==> src/rtl/p_sync_hs_pkg.sv <==
// Shared definitions for the four-phase req/ack bundled-data link.
// Used by the destination-side receiver and by the matching source-side sender.
package p_sync_hs_pkg;

    // Default bundled data width
    localparam int WIDTH_DEF     = 8;
    // Default width of the saturating protocol-error counter
    localparam int ERR_CNT_W_DEF = 8;

    // Handshake FSM states (encoding is shared with the sender)
    typedef enum logic [1:0] {
        IDLE = 2'd0,
        HOLD = 2'd1,
        ACK  = 2'd2
    } hs_state_e;

endpackage : p_sync_hs_pkg

==> src/rtl/p_sync_hs_rx.sv <==
// Destination-clock receiver for a four-phase req/ack bundled-data transfer.
// DST_REQ_S arrives already synchronized; SRC_ACK is resynchronized in the
// source domain, so nothing here is metastability hardened. All outputs are
// registered.
//
// state | meaning
// ------+-------------------------------------------------------------
// IDLE  | waiting for a request; DST_DATA keeps the last captured word
// HOLD  | captured word offered to the consumer (DST_VALID=1)
// ACK   | word handed over; SRC_ACK=1 until the request is withdrawn
module p_sync_hs_rx
    import p_sync_hs_pkg::*;
#(
    parameter int WIDTH     = WIDTH_DEF,
    parameter int ERR_CNT_W = ERR_CNT_W_DEF
) (
    input  logic                 DST_CLK,
    input  logic                 DST_RST,
    input  logic                 DST_REQ_S,
    input  logic [WIDTH-1:0]     SRC_DATA,
    output logic                 DST_VALID,
    output logic [WIDTH-1:0]     DST_DATA,
    input  logic                 DST_READY,
    output logic                 SRC_ACK,
    input  logic                 ERR_CLR,
    output logic                 ERR_STICKY,
    output logic [ERR_CNT_W-1:0] ERR_CNT
);

    hs_state_e            state;
    hs_state_e            state_nxt;
    logic                 valid_nxt;
    logic                 ack_nxt;
    logic [WIDTH-1:0]     data_nxt;
    logic                 violation;

    // Next state and next registered outputs; the handover beats a
    // simultaneous request withdrawal, so the error is only raised when
    // the consumer did not take the word.
    always_comb begin
        state_nxt = state;
        valid_nxt = 1'b0;
        ack_nxt   = 1'b0;
        data_nxt  = DST_DATA;
        violation = 1'b0;
        case (state)
            IDLE: begin
                if (DST_REQ_S) begin
                    data_nxt  = SRC_DATA;
                    valid_nxt = 1'b1;
                    state_nxt = HOLD;
                end
            end
            HOLD: begin
                if (DST_READY) begin
                    ack_nxt   = 1'b1;
                    state_nxt = ACK;
                end else if (!DST_REQ_S) begin
                    violation = 1'b1;
                    state_nxt = IDLE;
                end else begin
                    valid_nxt = 1'b1;
                end
            end
            ACK: begin
                if (!DST_REQ_S) begin
                    state_nxt = IDLE;
                end else begin
                    ack_nxt = 1'b1;
                end
            end
            default: begin
                state_nxt = IDLE;
            end
        endcase
    end

    // State and handshake output registers
    always_ff @(posedge DST_CLK) begin
        if (DST_RST) begin
            state     <= IDLE;
            DST_VALID <= 1'b0;
            DST_DATA  <= '0;
            SRC_ACK   <= 1'b0;
        end else begin
            state     <= state_nxt;
            DST_VALID <= valid_nxt;
            DST_DATA  <= data_nxt;
            SRC_ACK   <= ack_nxt;
        end
    end

    // Sticky error flag and saturating error counter; clear wins over a
    // violation in the same cycle
    always_ff @(posedge DST_CLK) begin
        if (DST_RST) begin
            ERR_STICKY <= 1'b0;
            ERR_CNT    <= '0;
        end else if (ERR_CLR) begin
            ERR_STICKY <= 1'b0;
            ERR_CNT    <= '0;
        end else if (violation) begin
            ERR_STICKY <= 1'b1;
            if (ERR_CNT != '1) begin
                ERR_CNT <= ERR_CNT + ERR_CNT_W'(1);
            end
        end
    end

endmodule : p_sync_hs_rx

==> config.mk <==
export PLATFORM = sky130hd
export DESIGN_NAME = p_sync_hs_rx
export DESIGN_NICKNAME = d
export VERILOG_FILES = /design/src/rtl/p_sync_hs_pkg.sv /design/src/rtl/p_sync_hs_rx.sv
export SDC_FILE = /design/constraint.sdc
export NUM_CORES = 1
export LEC_CHECK = 0
export BUFFER_PORTS_ARGS = -buffer_cell sky130_fd_sc_hd__buf_2
export CAP_MARGIN = 20
export CORE_UTILIZATION = 48
export DETAILED_ROUTE_END_ITERATION = 8
export PLACE_DENSITY = 0.78
export SETUP_SLACK_MARGIN = 0.15
export SLEW_MARGIN = 20
export SYNTH_ARGS = -nofsm -noshare
export SYNTH_HDL_FRONTEND = slang
export SYNTH_SLANG_ARGS = --single-unit
export TNS_END_PERCENT = 10
==> constraint.sdc <==
create_clock -name DST_CLK -period 2.16 [get_ports DST_CLK]
set_input_delay 0.432 -clock DST_CLK [delete_from_list [all_inputs] [get_ports DST_CLK]]
set_output_delay 0.432 -clock DST_CLK [all_outputs]
set_load 0.05 [all_outputs]
Word level (Yosys, flattened, before mapping)
Index checks and enable logic that the tools add are counted.
{"block": "word_totals", "romBits": 0, "inputBits": 13, "regBits": 21, "memories": 0, "elab_cells": 27, "latchBits": 0, "ramBits": 0}
{"block": "classes", "n_lt_le_gt_ge": 0, "eq_ne": 4, "n_shift": 0, "mul": 0, "div": 0, "reduce_logical": 4, "mux": 12, "addsub": 1, "n_bitwise": 0}
{"operator": "$add A8 B1 Y8 const B", "count": 1}
{"operator": "$ne A8 B8 Y1 const B", "count": 1}
{"operator": "$mux W1", "count": 6}
{"operator": "$mux W2", "count": 3}
{"operator": "$pmux W2 S3", "count": 1}
{"operator": "$pmux W1 S2", "count": 2}
{"operator": "$reduce_and A2 Y1", "count": 2}
{"operator": "$eq A2 B1 Y1 const B", "count": 1}
{"operator": "$eq A2 B2 Y1 const B", "count": 1}
{"operator": "$logic_not A2 Y1", "count": 1}
{"operator": "$ne A2 B2 Y1 const B", "count": 1}
{"operator": "$reduce_or A2 Y1", "count": 1}

Longest topological paths before layout
Gate-level depths: netlist (run 1).
{"block": "depth", "ltp_word": 4, "depth_mapped": 6, "depth_no_buf": 6}

Least setup slack after synthesis (run 1)
OpenSTA, ideal clock, no wires.
{"block": "synth_path", "path_type": "register to register", "startpoint": "reg ERR_CNT[0]", "endpoint": "reg ERR_CNT[1]", "n_path_buf": 0, "period_less_slack_ns": 1.824, "setup_slack_ns": 0.336, "stages_incl_launch_ff": 6, "setup_time_ns": 0.126, "t_arrival_ns": 1.698, "cell_sequence": "dfxtp_1 ha_1 nand3_1 o21ai_0 mux2i_1 nor2_1"}
{"block": "synth_between", "elab_chain_cells": 2}
{"item": "from (decl)", "line": "p_sync_hs_rx.sv:27", "rtl": "output logic [ERR_CNT_W-1:0] ERR_CNT"}
{"item": "from (signal assigned)", "line": "p_sync_hs_rx.sv:105", "rtl": "ERR_CNT <= ERR_CNT + ERR_CNT_W'(1);"}
{"item": "branches (longest 2 deep; another with $add A8 B1 Y8)"}
Several ways; the timed one is not identified.
A chain may end at the register's enable or synchronous reset.

Worst setup path after layout (run 1)
{"block": "layout_path", "startpoint": "reg state[1]", "endpoint": "reg ERR_CNT[7]"}
{"block": "layout_between", "elab_chain_cells": 3}
{"item": "from (decl)", "line": "p_sync_hs_rx.sv:30", "rtl": "hs_state_e state;"}
{"item": "from (signal assigned)", "line": "p_sync_hs_rx.sv:86", "rtl": "state <= state_nxt;"}
{"item": "$eq A2 B1 Y1", "line": "p_sync_hs_rx.sv:46", "rtl": "case (state)"}
{"item": "$mux W1", "line": "p_sync_hs_rx.sv:46"}
{"item": "$reduce_and A2 Y1 (no line)"}
Every way passes these cells.

==> results of run 1 <==
==> layout make-up <==
| class | count | area [µm²] | share of cell area [%] |
|---|---|---|---|
| flip-flops and latches | 21 | 420 | 36.7 |
| repair buffers | 31 | 155 | 13.5 |
| well taps | 25 | 31.3 | 2.73 |
| inverters | 4 | 15.0 | 1.31 |
| multi-input cells | 78 | 498 | 43.4 |
| clock buffers | 4 | 26.3 | 2.29 |
==> sequential cells by signal, summed over array words and instances, names as in the netlist <==
signal / cells
state: 2
DST_VALID: 1
DST_DATA: 8
ERR_STICKY: 1
SRC_ACK: 1
ERR_CNT: 8
==> report_power, final <==
part           switching [W]  internal (W)
sequential        0.00000625      0.000400
combinational      0.0000812     0.0000341
clock               0.000111     0.0000719
total               0.000198      0.000506
==> metrics by stage <==
stage / utilization [%] / worst slack, ns / area [µm²] / total power (W)
final: 64.3 / 0.426 / 1150 / 0.000704
after global routing: 64.3 / 0.286 / 1150 / 0.000742
after CTS: 64.3 / 0.441 / 1150 / 0.000719
after detailed placement: 62.8 / 0.461 / 1120 / 0.000532
after global placement: 62.8 / 0.482 / 1120 / 0.000529
after floorplan: - / 0.336 / 948 / 0.000498
==> logic make-up after synthesis <==
family / count (synthesis)
xor gates and xnor gates: 6
adders and majority gates: 5
and+or+nand+nor: 45
buffers and inverters: 8
DFF: 21
muxes: 1
AOI/OAI and AO/OA: 21
==> tightest hold or removal path, delay by kind of cell <==
kind	cells	cell delay [ns]
buf+inv	1	0.09
simple gates	1	0.05
compound gates	1	0.05
==> per-layer routing <==
layer / vias to the layer above / wire (µm) / global-route usage [%]
met5: - / 0 / 0
met4: 0 / 12 / 10.6
met3: 2 / 66 / 3.92
met2: 13 / 953 / 29.7
met1: 372 / 848 / 21.7
li1: 433 / - / -
==> layout by cell type (no fill, tap or decap), types with 2 or more instances in the layout <==
cell,instances
dfxtp_1,21
o21ai_0,3
nand2_1,9
and2_1,2
nor2b_1,2
inv_1,4
o211a_1,2
buf_2,31
and3_1,3
clkbuf_4,3
ha_1,5
nand3_1,12
nor2_1,11
a21oi_1,11
xor2_1,6
nand4_1,2
==> worst min path at each step <==
stage,startpoint,to,slack [ns],depth (start not counted)
floorplan,state[0],state[0],0.48,2
global placement,DST_DATA[3],DST_DATA[3],0.44,2
detailed placement,DST_DATA[7],DST_DATA[7],0.45,2
CTS,SRC_DATA[0],DST_DATA[0],0.36,3
global route,SRC_DATA[4],DST_DATA[4],0.37,3
finish,SRC_DATA[0],DST_DATA[0],0.37,3
==> results_tabular.tex, run 1 <==
\begin{tabular}{lr}
\hline
Metric & Value \\
\hline
\multicolumn{2}{l}{\textbf{Outcome}} \\
Outcome & finished clean \\
\multicolumn{2}{l}{\textbf{Route}} \\
Average wire per cell in the routed design & 11.5 µm \\
Detailed router's first-iteration violation count & 3 \\
Total detailed-routing wirelength & 1880 µm \\
Residual DRC & 0 \\
Detailed Routing Iterations Pass 1 & 4 \\
Antenna viol nets, final & 0 \\
Vias & 820 \\
Vias per cell & 5.03 \\
\multicolumn{2}{l}{\textbf{Clock network}} \\
Post-cts repair resize count & 0 \\
CTS clk-pin slew, worst paths & 0.11 ns \\
Buffer type at the clock tree root & clkbuf\_4 \\
Maximum clock path buffer count & 2 \\
TritonCTS Buffers & 3 \\
Post-CTS Setup Inserts & 0 \\
TritonCTS clock tree & done \\
Clock Sinks & 21 \\
CTS hold repair buffers & 0 \\
Insertion delay of the later-clocked pin in the worst-skew pair & 0.29 ns \\
H-tree levels & 1 \\
\multicolumn{2}{l}{\textbf{Worst setup path}} \\
Worst Setup Start Kind & flip-flop \\
Worst setup path endpoint & ERR\_CNT[7] \\
Crit path kind & reg -> reg \\
Crit path buffers/inverters & 1 \\
Ordered list of cells on the worst path & inv\_1 -> ha\_1 -> nor3b\_4 -> o211ai\_4 -> or3\_1 -> a21oi\_1 \\
Startpoint of the worst register-to-register path & state[1] \\
Data arrival, critical path & 1.97 ns \\
Crit path max-delay cell type & nor3b\_4 \\
Largest fanout on the critical path & 7 \\
R2R depth & 6 \\
Worst Setup End Kind & flip-flop \\
Cell count along the critical path & 6 \\
Largest incremental delay on the critical path & 0.37 ns \\
Critical register-to-register path endpoint & ERR\_CNT[7] \\
Data required time at the worst endpoint & 2.39 ns \\
Category of cells accounting for the largest share of critical-path delay & simple AND/OR/NAND/NOR gates \\
Worst setup path startpoint & state[1] \\
Minimum setup slack among reg-to-reg paths & 0.43 ns \\
\multicolumn{2}{l}{\textbf{Synth}} \\
Xor and xnor area share after synthesis & 5.54\% \\
Net count after synthesis & 125 \\
Yosys warning count & 0 \\
Number of distinct library cells after synthesis & 25 \\
Share of the synthesized area in compound gates (AO/OA/AOI/OAI) & 15.2\% \\
Main flop type after synthesis & dfxtp\_1 \\
Number of synthesized register bits & 21 \\
Top cells by count, synth & dfxtp\_1 (21), nand3\_1 (12), a21oi\_1 (11), nor2\_1 (11), nand2\_1 (9) \\
Register area share after synthesis & 44.3\% \\
Adder-cell area share of the yosys netlist & 6.60\% \\
Number of cells produced by synthesis & 107 \\
Number of flops mapped to enable cells by yosys & 0 \\
Top cells by area, synth & dfxtp\_1 (44\%), ha\_1 (6.6\%), nand3\_1 (6.3\%) \\
Simple-gate area share of the yosys netlist & 24.1\% \\
Cell type with the highest aggregate area in the netlist & dfxtp\_1 \\
Async set-or-reset flop fraction in the synthesized netlist & 0\% \\
Mux contribution to synthesized area & 1.06\% \\
Cell area after synthesis & 948 µm² \\
Most numerous cell in the Yosys netlist & dfxtp\_1 \\
Post-synthesis area per instance & 8.86 µm² \\
Combinational family with the most area after synthesis & simple AND/OR/NAND/NOR gates \\
Area fraction of the dominant cell type after synthesis & 44.3\% \\
\multicolumn{2}{l}{\textbf{Cells and area}} \\
Number of inserted diodes & 0 \\
Layout Cells excl Fill & 163 \\
Nets & 157 \\
Fraction of layout instances using a drive strength above 1 & 26.8\% \\
Growth of design area from synthesis to finish & 20.8\% \\
Final-layout fill cell count & 169 \\
\multicolumn{2}{l}{\textbf{Timing}} \\
Worst slack on hold paths & 0.370 ns \\
Share of the clock period used by the worst path after layout & 80.3\% \\
Setup repair after global routing missed its margin & false \\
Setup total negative slack & 0 ns \\
Final count of negative-setup-slack endpoints & 0 \\
Worst slew slack as a fraction of its limit & 74.7\% \\
Crit path time final & 1.73 ns \\
Fmax & 0.577 GHz \\
Number of failing hold endpoints at the final stage & 0 \\
Skew final & 0.00154 ns \\
Slew Viols, Final & 0 \\
Worst Max-Slew Pin Slew & 0.375 ns \\
\multicolumn{2}{l}{\textbf{Floorplanning}} \\
Die outline width & 46.5 µm \\
Floorplan row count & 15 \\
Total Die Area & 2160 µm² \\
Top-Level Pins & 32 \\
Initial standard-cell utilization of the core & 53.2\% \\
Die H & 46.5 µm \\
Area of the core & 1780 µm² \\
\multicolumn{2}{l}{\textbf{Global routing}} \\
Number of antenna violations at the first check in global routing & 0 \\
GRT Total Usage & 18.2\% \\
Maximum number of pins on one net before global-route repair & 17 \\
Vias in the first global route & 670 \\
Wire length of the first global-routing pass & 2720 µm \\
Total congestion overflow after global routing & 0 \\
\multicolumn{2}{l}{\textbf{Hold path}} \\
Path category of the worst min-delay check & in -> reg \\
\multicolumn{2}{l}{\textbf{Place}} \\
Instance count after placement with tap cells included & 159 \\
HPWL after detailed placement & 1470 µm \\
Last weighted congestion value of the routability-driven placer & 0.767 \\
Buffers on Ports & 31 \\
\multicolumn{2}{l}{\textbf{Power}} \\
Cell Pwr Density & 615 nW/µm² \\
Leakage & 0.543 nW \\
Peak supply drop & 358 µV \\
\multicolumn{2}{l}{\textbf{Flow run}} \\
Number of maximum-capacitance constraint violations & 0 \\
\hline
\end{tabular}
Note: power is estimated with default switching activity, not from simulation.
==> inputs of run 2 (changes only) <==
--- a/config.mk
+++ b/config.mk
@@ -7,9 +7,9 @@
 export LEC_CHECK = 0
 export BUFFER_PORTS_ARGS = -buffer_cell sky130_fd_sc_hd__buf_2
 export CAP_MARGIN = 20
-export CORE_UTILIZATION = 48
+export CORE_UTILIZATION = 43
 export DETAILED_ROUTE_END_ITERATION = 8
-export PLACE_DENSITY = 0.78
+export PLACE_DENSITY = 0.74
 export SETUP_SLACK_MARGIN = 0.15
 export SLEW_MARGIN = 20
 export SYNTH_ARGS = -nofsm -noshare
==> constraint.sdc (replaced) <==
create_clock -name DST_CLK -period 1.4 [get_ports DST_CLK]
set_input_delay 0.28 -clock DST_CLK [delete_from_list [all_inputs] [get_ports DST_CLK]]
set_output_delay 0.28 -clock DST_CLK [all_outputs]
set_load 0.05 [all_outputs]
==> results_tabular.tex, run 2 (same netlist as run 1, synthesis figures left out) <==
\begin{tabular}{lr}
\hline
Metric & Value \\
\hline
\multicolumn{2}{l}{\textbf{Power}} \\
Combinational cell fraction of total power & 19.2\% (+2.8 points) \\
Net switching component of the power & 0.000328 W (+65\%) \\
Switching fraction of total power & 29.0\% (+0.88 points) \\
Cell Pwr Density & 807 nW/µm² (+31\%) \\
Peak supply drop & 761 µV (+110\%) \\
Sequential cell fraction of total power & 55.3\% (-2.4 points) \\
Leakage & 0.620 nW (+14\%) \\
Internal cell power & 0.000801 W (+58\%) \\
Clock power frac & 25.5\% (-0.4 points) \\
\multicolumn{2}{l}{\textbf{Clock network}} \\
Insertion delay of the later-clocked pin in the worst-skew pair & 0.30 ns (about the same) \\
H-tree levels & 1 (unchanged) \\
TritonCTS clock tree & done \\
Buffer type at the clock tree root & clkbuf\_4 \\
CTS hold repair buffers & 0 (unchanged) \\
Maximum clock path buffer count & 2 (unchanged) \\
CTS clk-pin slew, worst paths & 0.11 ns (about the same) \\
TritonCTS Buffers & 3 (unchanged) \\
Clock Sinks & 21 (unchanged) \\
\multicolumn{2}{l}{\textbf{Worst setup path}} \\
Data required time at the worst endpoint & 1.64 ns (-0.75 ns) \\
Worst Setup End Kind & flip-flop \\
Data arrival, critical path & 1.63 ns (-0.34 ns) \\
Minimum setup slack among reg-to-reg paths & 0.005 ns (-0.42 ns) \\
Startpoint of the worst register-to-register path & state[1] \\
Worst Setup Start Kind & flip-flop \\
R2R depth & 6 (unchanged) \\
Largest fanout on the critical path & 3 (-4) \\
Crit path kind & reg -> reg \\
Critical register-to-register path endpoint & ERR\_CNT[7] \\
\multicolumn{2}{l}{\textbf{Floorplanning}} \\
Total Die Area & 2400 µm² (+11\%) \\
Initial standard-cell utilization of the core & 46.9\% (-6.3 points) \\
Floorplan row count & 16 (+1) \\
Die outline width & 49.0 µm (+5.4\%) \\
Area of the core & 2020 µm² (+13\%) \\
Die H & 49.0 µm (+5.4\%) \\
Top-Level Pins & 32 (unchanged) \\
\multicolumn{2}{l}{\textbf{Timing}} \\
Fmax & 0.717 GHz (+24\%) \\
Slew Viols, Final & 0 (unchanged) \\
Worst slew slack as a fraction of its limit & 82.9\% (+8.2 points) \\
Crit path time final & 1.39 ns (-0.339 ns) \\
Share of the clock period used by the worst path after layout & 99.6\% (+19 points) \\
Number of failing hold endpoints at the final stage & 0 (unchanged) \\
Skew final & 0.00507 ns (+0.00353 ns) \\
Worst Max-Slew Pin Slew & 0.256 ns (-0.120 ns) \\
Setup total negative slack & 0 ns (unchanged) \\
Setup repair after global routing missed its margin & true \\
Min setup slack post-route & 0.00543 ns (-0.421 ns) \\
Final count of negative-setup-slack endpoints & 0 (unchanged) \\
\multicolumn{2}{l}{\textbf{Cells and area}} \\
Growth of design area from synthesis to finish & 47.5\% \\
Largest regs & DST\_DATA: 8 flops, ERR\_CNT: 8 flops, state: 2 flops \\
Most frequent standard cell in the layout excluding fill and tap cells & buf\_2 \\
Final-layout fill cell count & 176 (+4.1\%) \\
Nets & 170 (+8.3\%) \\
Combined flip-flop and latch cell area & 440 µm² (+4.8\%) \\
Number of inserted diodes & 0 (unchanged) \\
Area of the multi-input gates & 589 µm² (+18\%) \\
Fraction of layout instances using a drive strength above 1 & 48.3\% (+22 points) \\
\multicolumn{2}{l}{\textbf{Global routing}} \\
Vias in the first global route & 880 (+31\%) \\
Total congestion overflow after global routing & 0 (unchanged) \\
Maximum number of pins on one net before global-route repair & 16 (-1) \\
GRT Total Usage & 19.9\% (+1.7 points) \\
Wire length of the first global-routing pass & 3700 µm (+36\%) \\
Number of antenna violations at the first check in global routing & 0 (unchanged) \\
\multicolumn{2}{l}{\textbf{Hold path}} \\
Source of the worst hold timing path & SRC\_DATA[0] \\
Worst min-delay path endpoint & DST\_DATA[0] \\
Hold path depth & 3 (unchanged) \\
Path category of the worst min-delay check & in -> reg \\
\multicolumn{2}{l}{\textbf{Route}} \\
Antenna viol nets, final & 0 (unchanged) \\
Residual DRC & 0 (unchanged) \\
Total detailed-routing wirelength & 2190 µm (+16\%) \\
Vias & 910 (+11\%) \\
Average wire per cell in the routed design & 12.3 µm (+6.6\%) \\
Detailed router's first-iteration violation count & 11 (+8) \\
Vias per cell & 5.11 (+1.6\%) \\
Detailed Routing Iterations Pass 1 & 4 (unchanged) \\
\multicolumn{2}{l}{\textbf{Outcome}} \\
Outcome & finished clean \\
\multicolumn{2}{l}{\textbf{Place}} \\
HPWL after detailed placement & 1610 µm (+9.1\%) \\
Last weighted congestion value of the routability-driven placer & 0.851 (+11\%) \\
Buffers on Ports & 31 (unchanged) \\
Post-placement setup slack & -0.0886 ns (-0.550 ns) \\
\multicolumn{2}{l}{\textbf{Flow run}} \\
Number of maximum-capacitance constraint violations & 0 (unchanged) \\
\hline
\end{tabular}
[run 2: changes by cell type in the layout (fill, tap and decap cells not counted), moves of 6 or more]
cell,previous run,this run
dfxtp_2,0,7
dfxtp_1,21,11
buf_2,31,23
buf_4,0,11
clkbuf_4,3,9
[run 2: worst max-delay path: stages (launching register included)]
cell and delay, ns:
dfxtp_2 0.34, inv_2 0.06, ha_4 0.12, nor3b_4 0.26, o211ai_4 0.11, or3_1 0.32
a21oi_1 0.12
[run 2: worst max-delay path by stage]
stage / slack, ns / to / from / depth (start not counted)
detailed placement: -0.09 / state[1] / state[0] / 7
global placement: 0.02 / ERR_CNT[5] / state[1] / 7
finish: 0.005 / ERR_CNT[7] / state[1] / 6
global route: -0.08 / ERR_CNT[6] / state[1] / 7
floorplan: -0.05 / ERR_CNT[7] / state[1] / 6
CTS: -0.006 / ERR_CNT[7] / state[1] / 6
[run 2: layout make-up]
cell class / count / share of cell area (%)
timing repair buffer: 44 / 20.8
inverter: 4 / 1.25
multi-input combinational: 78 / 42.1
tap: 27 / 2.42
clock buffer: 4 / 1.88
sequential: 21 / 31.5
[run 2: power by group through the flow]
stage	clock network, W	logic [W]	registers (W)
detailed placement	0	0.000198	0.000639
finish	0.000288	0.000216	0.000624
global route	0.000316	0.000234	0.000627
global placement	0	0.000193	0.000637
floorplan	0	0.0000692	0.000699
CTS	0.000293	0.000214	0.000625
[run 2: what timing repair did]
action                     4_1_cts  5_1_grt
setup buffers                    1        1
setup endpoints to repair       21       25
pin swaps                        5        6
gates cloned                     0        0
resized for setup               14       20
[run 2: metal layers]
metal / vias to the layer above / global-route usage [%] / part of all wire (%)
li1: 462 / - / -
met1: 421 / 22.7 / 42
met2: 24 / 36.3 / 54
met3: 3 / 4.36 / 3.4
met4: 0 / 6.86 / 0.73
met5: - / 0 / 0
[run 2: stage by stage]
step / area, µm² / utilization [%] / hold slack, ns / power (W) / cells
after floorplan: 978 / - / 0.428 / 0.000769 / 107
after global placement: 1230 / 61.1 / 0.439 / 0.000830 / 172
after detailed placement: 1230 / 61.1 / 0.444 / 0.000836 / 172
after CTS: 1340 / 66.1 / 0.214 / 0.00113 / 177
after global routing: 1400 / 69.2 / 0.219 / 0.00118 / 178
final: 1400 / 69.2 / 0.219 / 0.00113 / 178
